**src/rtl/uart_tx_pkt_arbiter.sv**
```systemverilog
// Round-robin packet framer: grants one requester, writes HDR, {ch,L}, payload, XOR CSUM into the TX FIFO.
// Latency: grant 1 cycle after req; header 1 cycle after grant; payload every 2nd cycle; done 1 cycle after CSUM.
// Backpressure: fifo_almost_full stalls HDR/LEN/CSUM writes and payload fetches; a fetched byte is always written.
//
// Ports:
//   clk_in, rst                  - clock, synchronous active-high reset
//   req / grant / done / byte_rd - per-channel request, one-hot grant, completion pulse, byte fetch strobe
//   len_flat / data_flat         - per-channel length code (L+1 bytes) and payload byte
//   fifo_din / fifo_wr_en        - FIFO write port; fifo_almost_full / fifo_full - FIFO status
//   busy                         - FSM is not idle; wr_overflow - sticky write-while-full error
module uart_tx_pkt_arbiter #(
   parameter int          NREQ     = 4,
   parameter logic [7:0]  HDR_BYTE = 8'hA5
) (
   input  logic                 clk_in,
   input  logic                 rst,
   input  logic [NREQ-1:0]      req,
   input  logic [4*NREQ-1:0]    len_flat,
   input  logic [8*NREQ-1:0]    data_flat,
   output logic [NREQ-1:0]      byte_rd,
   output logic [NREQ-1:0]      grant,
   output logic [NREQ-1:0]      done,
   output logic                 busy,
   output logic [7:0]           fifo_din,
   output logic                 fifo_wr_en,
   input  logic                 fifo_almost_full,
   input  logic                 fifo_full,
   output logic                 wr_overflow
);

   localparam int IW = (NREQ > 1) ? $clog2(NREQ) : 1;

   typedef enum logic [2:0] {S_IDLE, S_HDR, S_LEN, S_RD, S_WR, S_CSUM, S_DONE} state_t;

   state_t           state_q, state_n;
   logic [IW-1:0]    g_q, g_n;
   logic [IW-1:0]    last_q, last_n;
   logic [3:0]       len_q, len_n;
   logic [3:0]       cnt_q, cnt_n;
   logic [7:0]       csum_q, csum_n;
   logic [NREQ-1:0]  byte_rd_n, grant_n, done_n;
   logic             busy_n, wr_en_n, overflow_n;
   logic [7:0]       din_n;

   logic [7:0]       data_arr [NREQ];
   logic [3:0]       len_arr  [NREQ];

   logic             rr_found;
   logic [IW-1:0]    rr_sel, rr_idx;

   always_comb begin
      for (int i = 0; i < NREQ; i++) begin
         data_arr[i] = data_flat[8*i +: 8];
         len_arr[i]  = len_flat[4*i +: 4];
      end
   end

   // Search starts just after the last served channel, so the most recent winner has lowest priority.
   always_comb begin
      rr_found = 1'b0;
      rr_sel   = last_q;
      rr_idx   = '0;
      for (int i = 1; i <= NREQ; i++) begin
         rr_idx = IW'((int'(last_q) + i) % NREQ);
         if (!rr_found && req[rr_idx]) begin
            rr_found = 1'b1;
            rr_sel   = rr_idx;
         end
      end
   end

   always_comb begin
      state_n    = state_q;
      g_n        = g_q;
      last_n     = last_q;
      len_n      = len_q;
      cnt_n      = cnt_q;
      csum_n     = csum_q;
      grant_n    = grant;
      byte_rd_n  = '0;
      done_n     = '0;
      wr_en_n    = 1'b0;
      din_n      = fifo_din;
      overflow_n = wr_overflow | (fifo_wr_en & fifo_full);

      case (state_q)
         S_IDLE: begin
            if (rr_found) begin
               g_n             = rr_sel;
               len_n           = len_arr[rr_sel];
               cnt_n           = 4'd0;
               csum_n          = 8'h00;
               grant_n         = '0;
               grant_n[rr_sel] = 1'b1;
               state_n         = S_HDR;
            end
         end
         S_HDR: begin
            if (!fifo_almost_full) begin
               wr_en_n = 1'b1;
               din_n   = HDR_BYTE;
               state_n = S_LEN;
            end
         end
         S_LEN: begin
            if (!fifo_almost_full) begin
               wr_en_n = 1'b1;
               din_n   = {4'(g_q), len_q};
               csum_n  = {4'(g_q), len_q};
               state_n = S_RD;
            end
         end
         S_RD: begin
            // The almost-full check here reserves the slot used by the following WR.
            if (!fifo_almost_full) begin
               byte_rd_n[g_q] = 1'b1;
               state_n        = S_WR;
            end
         end
         S_WR: begin
            wr_en_n = 1'b1;
            din_n   = data_arr[g_q];
            csum_n  = csum_q ^ data_arr[g_q];
            if (cnt_q == len_q) begin
               state_n = S_CSUM;
            end else begin
               cnt_n   = cnt_q + 4'd1;
               state_n = S_RD;
            end
         end
         S_CSUM: begin
            if (!fifo_almost_full) begin
               wr_en_n = 1'b1;
               din_n   = csum_q;
               state_n = S_DONE;
            end
         end
         S_DONE: begin
            done_n[g_q] = 1'b1;
            grant_n     = '0;
            last_n      = g_q;
            state_n     = S_IDLE;
         end
         default: state_n = S_IDLE;
      endcase

      busy_n = (state_n != S_IDLE);
   end

   always_ff @(posedge clk_in) begin
      if (rst) begin
         state_q     <= S_IDLE;
         g_q         <= '0;
         last_q      <= IW'(NREQ - 1);
         len_q       <= 4'd0;
         cnt_q       <= 4'd0;
         csum_q      <= 8'h00;
         byte_rd     <= '0;
         grant       <= '0;
         done        <= '0;
         busy        <= 1'b0;
         fifo_din    <= 8'h00;
         fifo_wr_en  <= 1'b0;
         wr_overflow <= 1'b0;
      end else begin
         state_q     <= state_n;
         g_q         <= g_n;
         last_q      <= last_n;
         len_q       <= len_n;
         cnt_q       <= cnt_n;
         csum_q      <= csum_n;
         byte_rd     <= byte_rd_n;
         grant       <= grant_n;
         done        <= done_n;
         busy        <= busy_n;
         fifo_din    <= din_n;
         fifo_wr_en  <= wr_en_n;
         wr_overflow <= overflow_n;
      end
   end

endmodule
```
**config.mk**
```make
export PLATFORM = sky130hd
export DESIGN_NAME = uart_tx_pkt_arbiter
export DESIGN_NICKNAME = d
export VERILOG_FILES = /design/src/rtl/uart_tx_pkt_arbiter.sv
export SDC_FILE = /design/constraint.sdc
export NUM_CORES = 1
export LEC_CHECK = 0
export CAP_MARGIN = 15
export CORE_UTILIZATION = 30
export CTS_BUF_LIST = sky130_fd_sc_hd__clkbuf_2 sky130_fd_sc_hd__clkbuf_4 sky130_fd_sc_hd__clkbuf_8
export CTS_CLUSTER_SIZE = 10
export DETAILED_ROUTE_END_ITERATION = 10
export MAX_ROUTING_LAYER = met4
export PLACE_DENSITY = 0.53
export SLEW_MARGIN = 20
export SYNTH_ARGS = -nofsm -noshare
export SYNTH_HDL_FRONTEND = slang
export SYNTH_SLANG_ARGS = --single-unit
```
**constraint.sdc**
```tcl
create_clock -name clk_in -period 2.3 [get_ports clk_in]
set_input_delay 0.23 -clock clk_in [delete_from_list [all_inputs] [get_ports clk_in]]
set_output_delay 0.23 -clock clk_in [all_outputs]
set_load 0.01 [all_outputs]
```
=== Word-level counts from Yosys, hierarchy flattened ===
Index checks and enable logic that the tools add are counted.

* Output and inout port bits: 23
* Word-level logic and storage cells: 115
* Bits in registers: 46

* Add/sub/neg operators: 5
* Equal/unequal tests: 12
* Muxes and demuxes: 46
* Magnitude comparators: 10
* Bitwise operators: 7
* Reduce and logical (&&, ||, !) cells: 22

{| class="wikitable"
|+ Operators with widths
! cell !! number
|-
| 8-bit 2-to-1 mux || 6
|-
| 8-bit case mux with 4 select lines || 1
|-
| 8-bit case mux with 3 select lines || 1
|-
| 4-bit 2-to-1 mux || 5
|-
| 2-bit by 3-bit less-than comparator with 1-bit output (second input constant) || 6
|-
| 3-bit 2-to-1 mux || 6
|-
| 3-bit case mux with 6 select lines || 1
|-
| 8-bit binary-select mux with 2-bit select || 1
|-
| 4-bit case mux with 2 select lines || 2
|-
| 1-bit 2-to-1 mux || 11
|-
| 2-bit != test (second input constant) || 5
|-
| 3-bit equality test (second input constant) || 3
|-
| 1-bit binary-select mux with 2-bit select || 4
|-
| 4-bit binary-select mux with 2-bit select || 1
|-
| 2-bit 2-to-1 mux || 4
|-
| 8-bit XOR || 1
|-
| 3-bit by 2-bit equality test with 1-bit output (second input constant) || 2
|-
| 3-bit greater-or-equal comparator (second input constant) || 2
|-
| 2-bit inverter with 3-bit output || 2
|-
| 3-bit AND reduction || 2
|-
| 3-bit nonzero test || 2
|-
| 3-bit OR reduction || 2
|-
| 1-bit logical AND || 5
|-
| 2-bit by 1-bit adder with 2-bit output (second input constant) || 2
|-
| 17 further kinds || 25
|}

=== Longest topological paths before layout ===
* Depth in word-level cells: 19
* Gate-level depth with buffers: 7

=== Worst setup path after synthesis ===
No wires, ideal clock.

* Path kind: reg2reg
* Start point: register g_q[0]
* End point: register csum_q[0]
* Required time: 2.164 ns
* Cell stages (with the launch flop): 8
* Setup slack: 0.712 ns
* Arrival: 1.452 ns
* Cells stage by stage: dfxtp_1 buf_2 buf_4 mux4_2 nand2_1 o21ai_0 nand2_1 a21oi_2

* Cells in the longest elaborated chain, start to end: 6

{| class="wikitable"
|+ Ends and longest elaborated chain
! item !! line !! source
|-
| start, declared || 36 || <nowiki>logic [IW-1:0] g_q, g_n;</nowiki>
|-
| start signal, assigned || 167 || <nowiki>g_q <= g_n;</nowiki>
|-
| 2-bit inverter with 3-bit output (implied by the code) || 123 || <nowiki>csum_n = csum_q ^ data_arr[g_q];</nowiki>
|-
| 8-bit binary-select mux with 2-bit select || 123 ||
|-
| 8-bit 2-to-1 mux (implied by the code) (2 in series) || 123 ||
|-
| 8-bit XOR || 123 ||
|-
| 8-bit case mux with 3 select lines || 86 || <nowiki>case (state_q)</nowiki>
|-
| end signal, assigned || 171 || <nowiki>csum_q <= csum_n;</nowiki>
|-
| end, declared || 40 || <nowiki>logic [7:0] csum_q, csum_n;</nowiki>
|}

Every way passes these cells. The select of a mux whose other input is x is not followed.
A chain may end at the register's enable or synchronous reset.

=== Final worst setup path ===
* Start point: register g_q[0]
* End point: register fifo_din[3]

* Cells in the longest elaborated chain, start to end: 5

{| class="wikitable"
|+ Ends and longest elaborated chain
! item !! line !! source
|-
| 2-bit inverter with 3-bit output (implied by the code) || 122 || <nowiki>din_n = data_arr[g_q];</nowiki>
|-
| 8-bit binary-select mux with 2-bit select || 122 ||
|-
| 8-bit 2-to-1 mux (implied by the code) (2 in series) || 122 ||
|-
| 8-bit case mux with 4 select lines || 86 ||
|-
| end signal, assigned || 176 || <nowiki>fifo_din <= din_n;</nowiki>
|-
| end, declared || 24 || <nowiki>output logic [7:0] fifo_din,</nowiki>
|}

Every way passes these cells. The select of a mux whose other input is x is not followed.

==> reports/qor.csv <==
stage,metric,value,unit
outcome,status,finished clean,
yosys,number of synthesized flops with an enable pin,0,
cts,Worst-path clk slew,90,ps
grt,largest net degree at the start of global routing,22,
cts,post-cts sizing count,0,
cts,CTS tree,yes,
yosys,Async SR Flop Fraction,0,
sta,RSZ-0062 raised after global routing,false,
critical_path,Max stage delay on crit path,580,ps
min_path,min-delay src,fifo_din[1]$_SDFFE_PP0P_,
yosys,Yosys warnings,0,
cts,Root Driver,clkbuf_8,
sta,max frequency,554,MHz
sta,Final min period,1800,ps
power,worst vdd ir,0.000255,V
place,final RePlAce weighted congestion,0.826,
power,internal power,1.43,mW
die,Starting Density,0.309,
power,Sequential Power Share,0.445,
yosys,post-synthesis sequential area ratio,0.362,
sta,relative slew slack,0.575,
critical_path,count of buffer and inverter cells on the critical path,1,
critical_path,RR Endpoint,fifo_din[3]$_SDFFE_PP0P_,
sta,final cycle utilization of the critical path,0.784,
critical_path,FF-to-FF path depth,6,
job,max cap viols,0,
yosys,Synth area leader,dfxtp_1,
layout,utilization after layout,0.435,
sta,Max Clock Skew,3.46,ps
yosys,"flops & latches, synth",46,
place,dpl hpwl,5380,um
yosys,synth top area cells,"dfxtp_1, mux4_2, nand2_1, nor2_1, mux2i_1",
drt,Via density,5.07,
drt,first drt pass iteration count,4,
yosys,syn nets,346,
min_path,Worst Hold Endpoint,fifo_din[1]$_SDFFE_PP0P_,
power,Leakage,1.32,nW
min_path,hold path depth,2,
yosys,cells after synthesis,289,
grt,first-pass GRT wire length,11100,um
place,pre-CTS setup slack,198,ps
cts,cts hold-fix bufs,0,
critical_path,Worst Setup End Kind,register,
critical_path,crit-path max FO,14,
die,die height,94.0,um
sta,setup ws final,496,ps
sta,Final Setup Violations,0,
power,pwr dens,547,mW/mm2
drt,vias,2419,
yosys,Synth Flop Type,dfxtp_1,
layout,share of cells above drive strength 1,0.145,
grt,total gr overflow,0,
cts,H-tree Lvls,2,
sta,"Slew Viols, Final",0,
die,Rows,33,
yosys,most common cell in the netlist,dfxtp_1,
drt,Iter 0 DRT Violations,74,
critical_path,"Cell Chain, Critical Path",buf_4 -> mux4_2 -> mux2i_1 -> nor2_1 -> o21ai_0 -> a21oi_1,
min_path,hold crit path type,register to register,
power,P_sw,0.530,mW
critical_path,FF-to-FF setup slack,500,ps
yosys,Post-Syn Area,0.00254,mm2
cts,Worst-Skew Late Latency,300,ps
power,Switching Share,0.271,
die,I/O Pins,79,
yosys,Mean Syn Cell Area,8.79,um2
critical_path,crit path kind,register to register,
cts,post-CTS setup buffer count,0,
die,Die W,94.0,um
yosys,list of most frequent post-synthesis cells,"dfxtp_1, nand2_1, nor2_1",
cts,Num CTS Buffers,5,
drt,drt wl/cell,14.5,um
layout,Fillers,813,
layout,n_diodes,0,
grt,met1 usage,0.210,
layout,Final nets,428,
drt,WL final,6940,um
sta,"Hold Vio Cnt, Final",0,
grt,initial antenna violation count,0,
grt,Top Usage Layer GRT,met2,
sta,Setup TNS,0,ps
grt,M3 GR Usage,0.0299,
grt,met2 Track Usage GR,0.265,
critical_path,R2R Path Start,g_q[0]$_SDFFE_PP0P_,
grt,number of global-route vias before repair,2255,
sta,Slew @ Worst Pin,637,ps
power,logic gate share of total power,0.231,
cts,clock sinks,46,
place,IO buf count,78,
critical_path,Worst EP required,2480,ps
die,die area,0.00884,mm2
critical_path,cell at the slowest stage of the critical path,mux4_2,
critical_path,crit path DAT,1990,ps
power,Clock Power Share,0.324,
die,Core Area,0.00822,mm2
grt,GRT Util Overall,0.165,
layout,P&R area growth vs syn,40.7,%
drt,Remaining DRCs,0,
yosys,top cell type's share of synthesized area,0.362,
critical_path,critical path startpoint category,register,
critical_path,"delay-heaviest family, CP",multiplexers,
yosys,Yosys cell types,51,
drt,DRT antenna net count,0,
cts,Max Root-Sink Buffers,2,
-- how the worst max path moves through the flow --
stage / startpoint / endpoint / slack (ps) / depth (start not counted)
after detailed placement: req[3] / grant[0]$_SDFFE_PP0P_ / 200 / 6
after global placement: req[1] / busy$_SDFF_PP0_ / 270 / 5
after global routing: g_q[0]$_SDFFE_PP0P_ / fifo_din[4]$_SDFFE_PP0P_ / 340 / 6
final: g_q[0]$_SDFFE_PP0P_ / fifo_din[3]$_SDFFE_PP0P_ / 500 / 6
after CTS: g_q[0]$_SDFFE_PP0P_ / fifo_din[3]$_SDFFE_PP0P_ / 460 / 6
after floorplan: g_q[0]$_SDFFE_PP0P_ / csum_q[0]$_SDFFE_PP0P_ / 710 / 7
-- registers in the layout, summed over array words and instances (netlist names) --
signal,flops
csum_q,8
fifo_din,8
byte_rd,4
cnt_q,4
done,4
grant,4
len_q,4
state_q,3
g_q,2
last_q,2
busy,1
fifo_wr_en,1
wr_overflow,1
-- final cells by class --
type | instances | area [um2] | area share
multi-input combinational | 222 | 1510 | 0.423
sequential | 46 | 921 | 0.258
timing repair buffer | 91 | 878 | 0.246
tap | 105 | 131 | 0.0367
clock buffer | 7 | 83.8 | 0.0234
clock inverter | 1 | 30.0 | 0.00840
inverter | 5 | 18.8 | 0.00525
-- cells by family after synthesis --
logic type | count (synthesis) | synth area share
AND/OR/NAND/NOR | 120 | 0.244
flip-flops | 46 | 0.362
adder cells (fa/ha/maj) | 1 | 0.00492
buffers and inverters | 21 | 0.0423
XOR/XNOR | 6 | 0.0207
AO/OA/AOI/OAI | 78 | 0.220
multiplexers | 17 | 0.106
-- layout by cell type (no fill, tap or decap), types with 8 or more instances in the layout --
master,instances
o21ai_2,8
dfxtp_1,46
and3_1,9
o21ai_0,15
a21oi_2,8
a21oi_1,13
a211oi_1,11
nand2_1,34
mux2i_1,9
buf_4,13
nor2_1,27
mux4_2,8
nand3_1,11
clkdlybuf4s50_1,78
-- per-layer routing --
layer | routed length [um] | vias up | part of all wire
met5 | 0 | - | 0
met4 | 114 | 0 | 0.016
met3 | 338 | 10 | 0.049
met2 | 3280 | 82 | 0.47
met1 | 3210 | 1119 | 0.46
li1 | - | 1208 | -
-- power groups by stage --
stage / registers [mW] / clock network [mW] / logic [mW]
3_5_place_dp: 0.889 / 0 / 0.457
3_3_place_gp: 0.889 / 0 / 0.454
2_1_floorplan: 0.877 / 0 / 0.270
5_1_grt: 0.878 / 0.685 / 0.493
6_report: 0.871 / 0.633 / 0.451
4_1_cts: 0.871 / 0.645 / 0.458
-- worst min-delay path: cells and delay by family (launching register included) --
| kind | cells | cell delay (ps) |
|---|---|---|
| compound gates | 1 | 50 |
| flops | 1 | 320 |
| simple gates | 1 | 50 |
-- metrics by stage --
step                hold WS, ps  power [mW]  instances  cell area (um2)
detailed placement          451        1.35        469             3460
CTS                         464        1.97        477             3580
global route                492        2.06        477             3580
finish                      461        1.96        477             3580
global placement            444        1.34        469             3460
floorplan                   371        1.15        289             2540
Note: power is estimated with default switching activity, not from simulation.
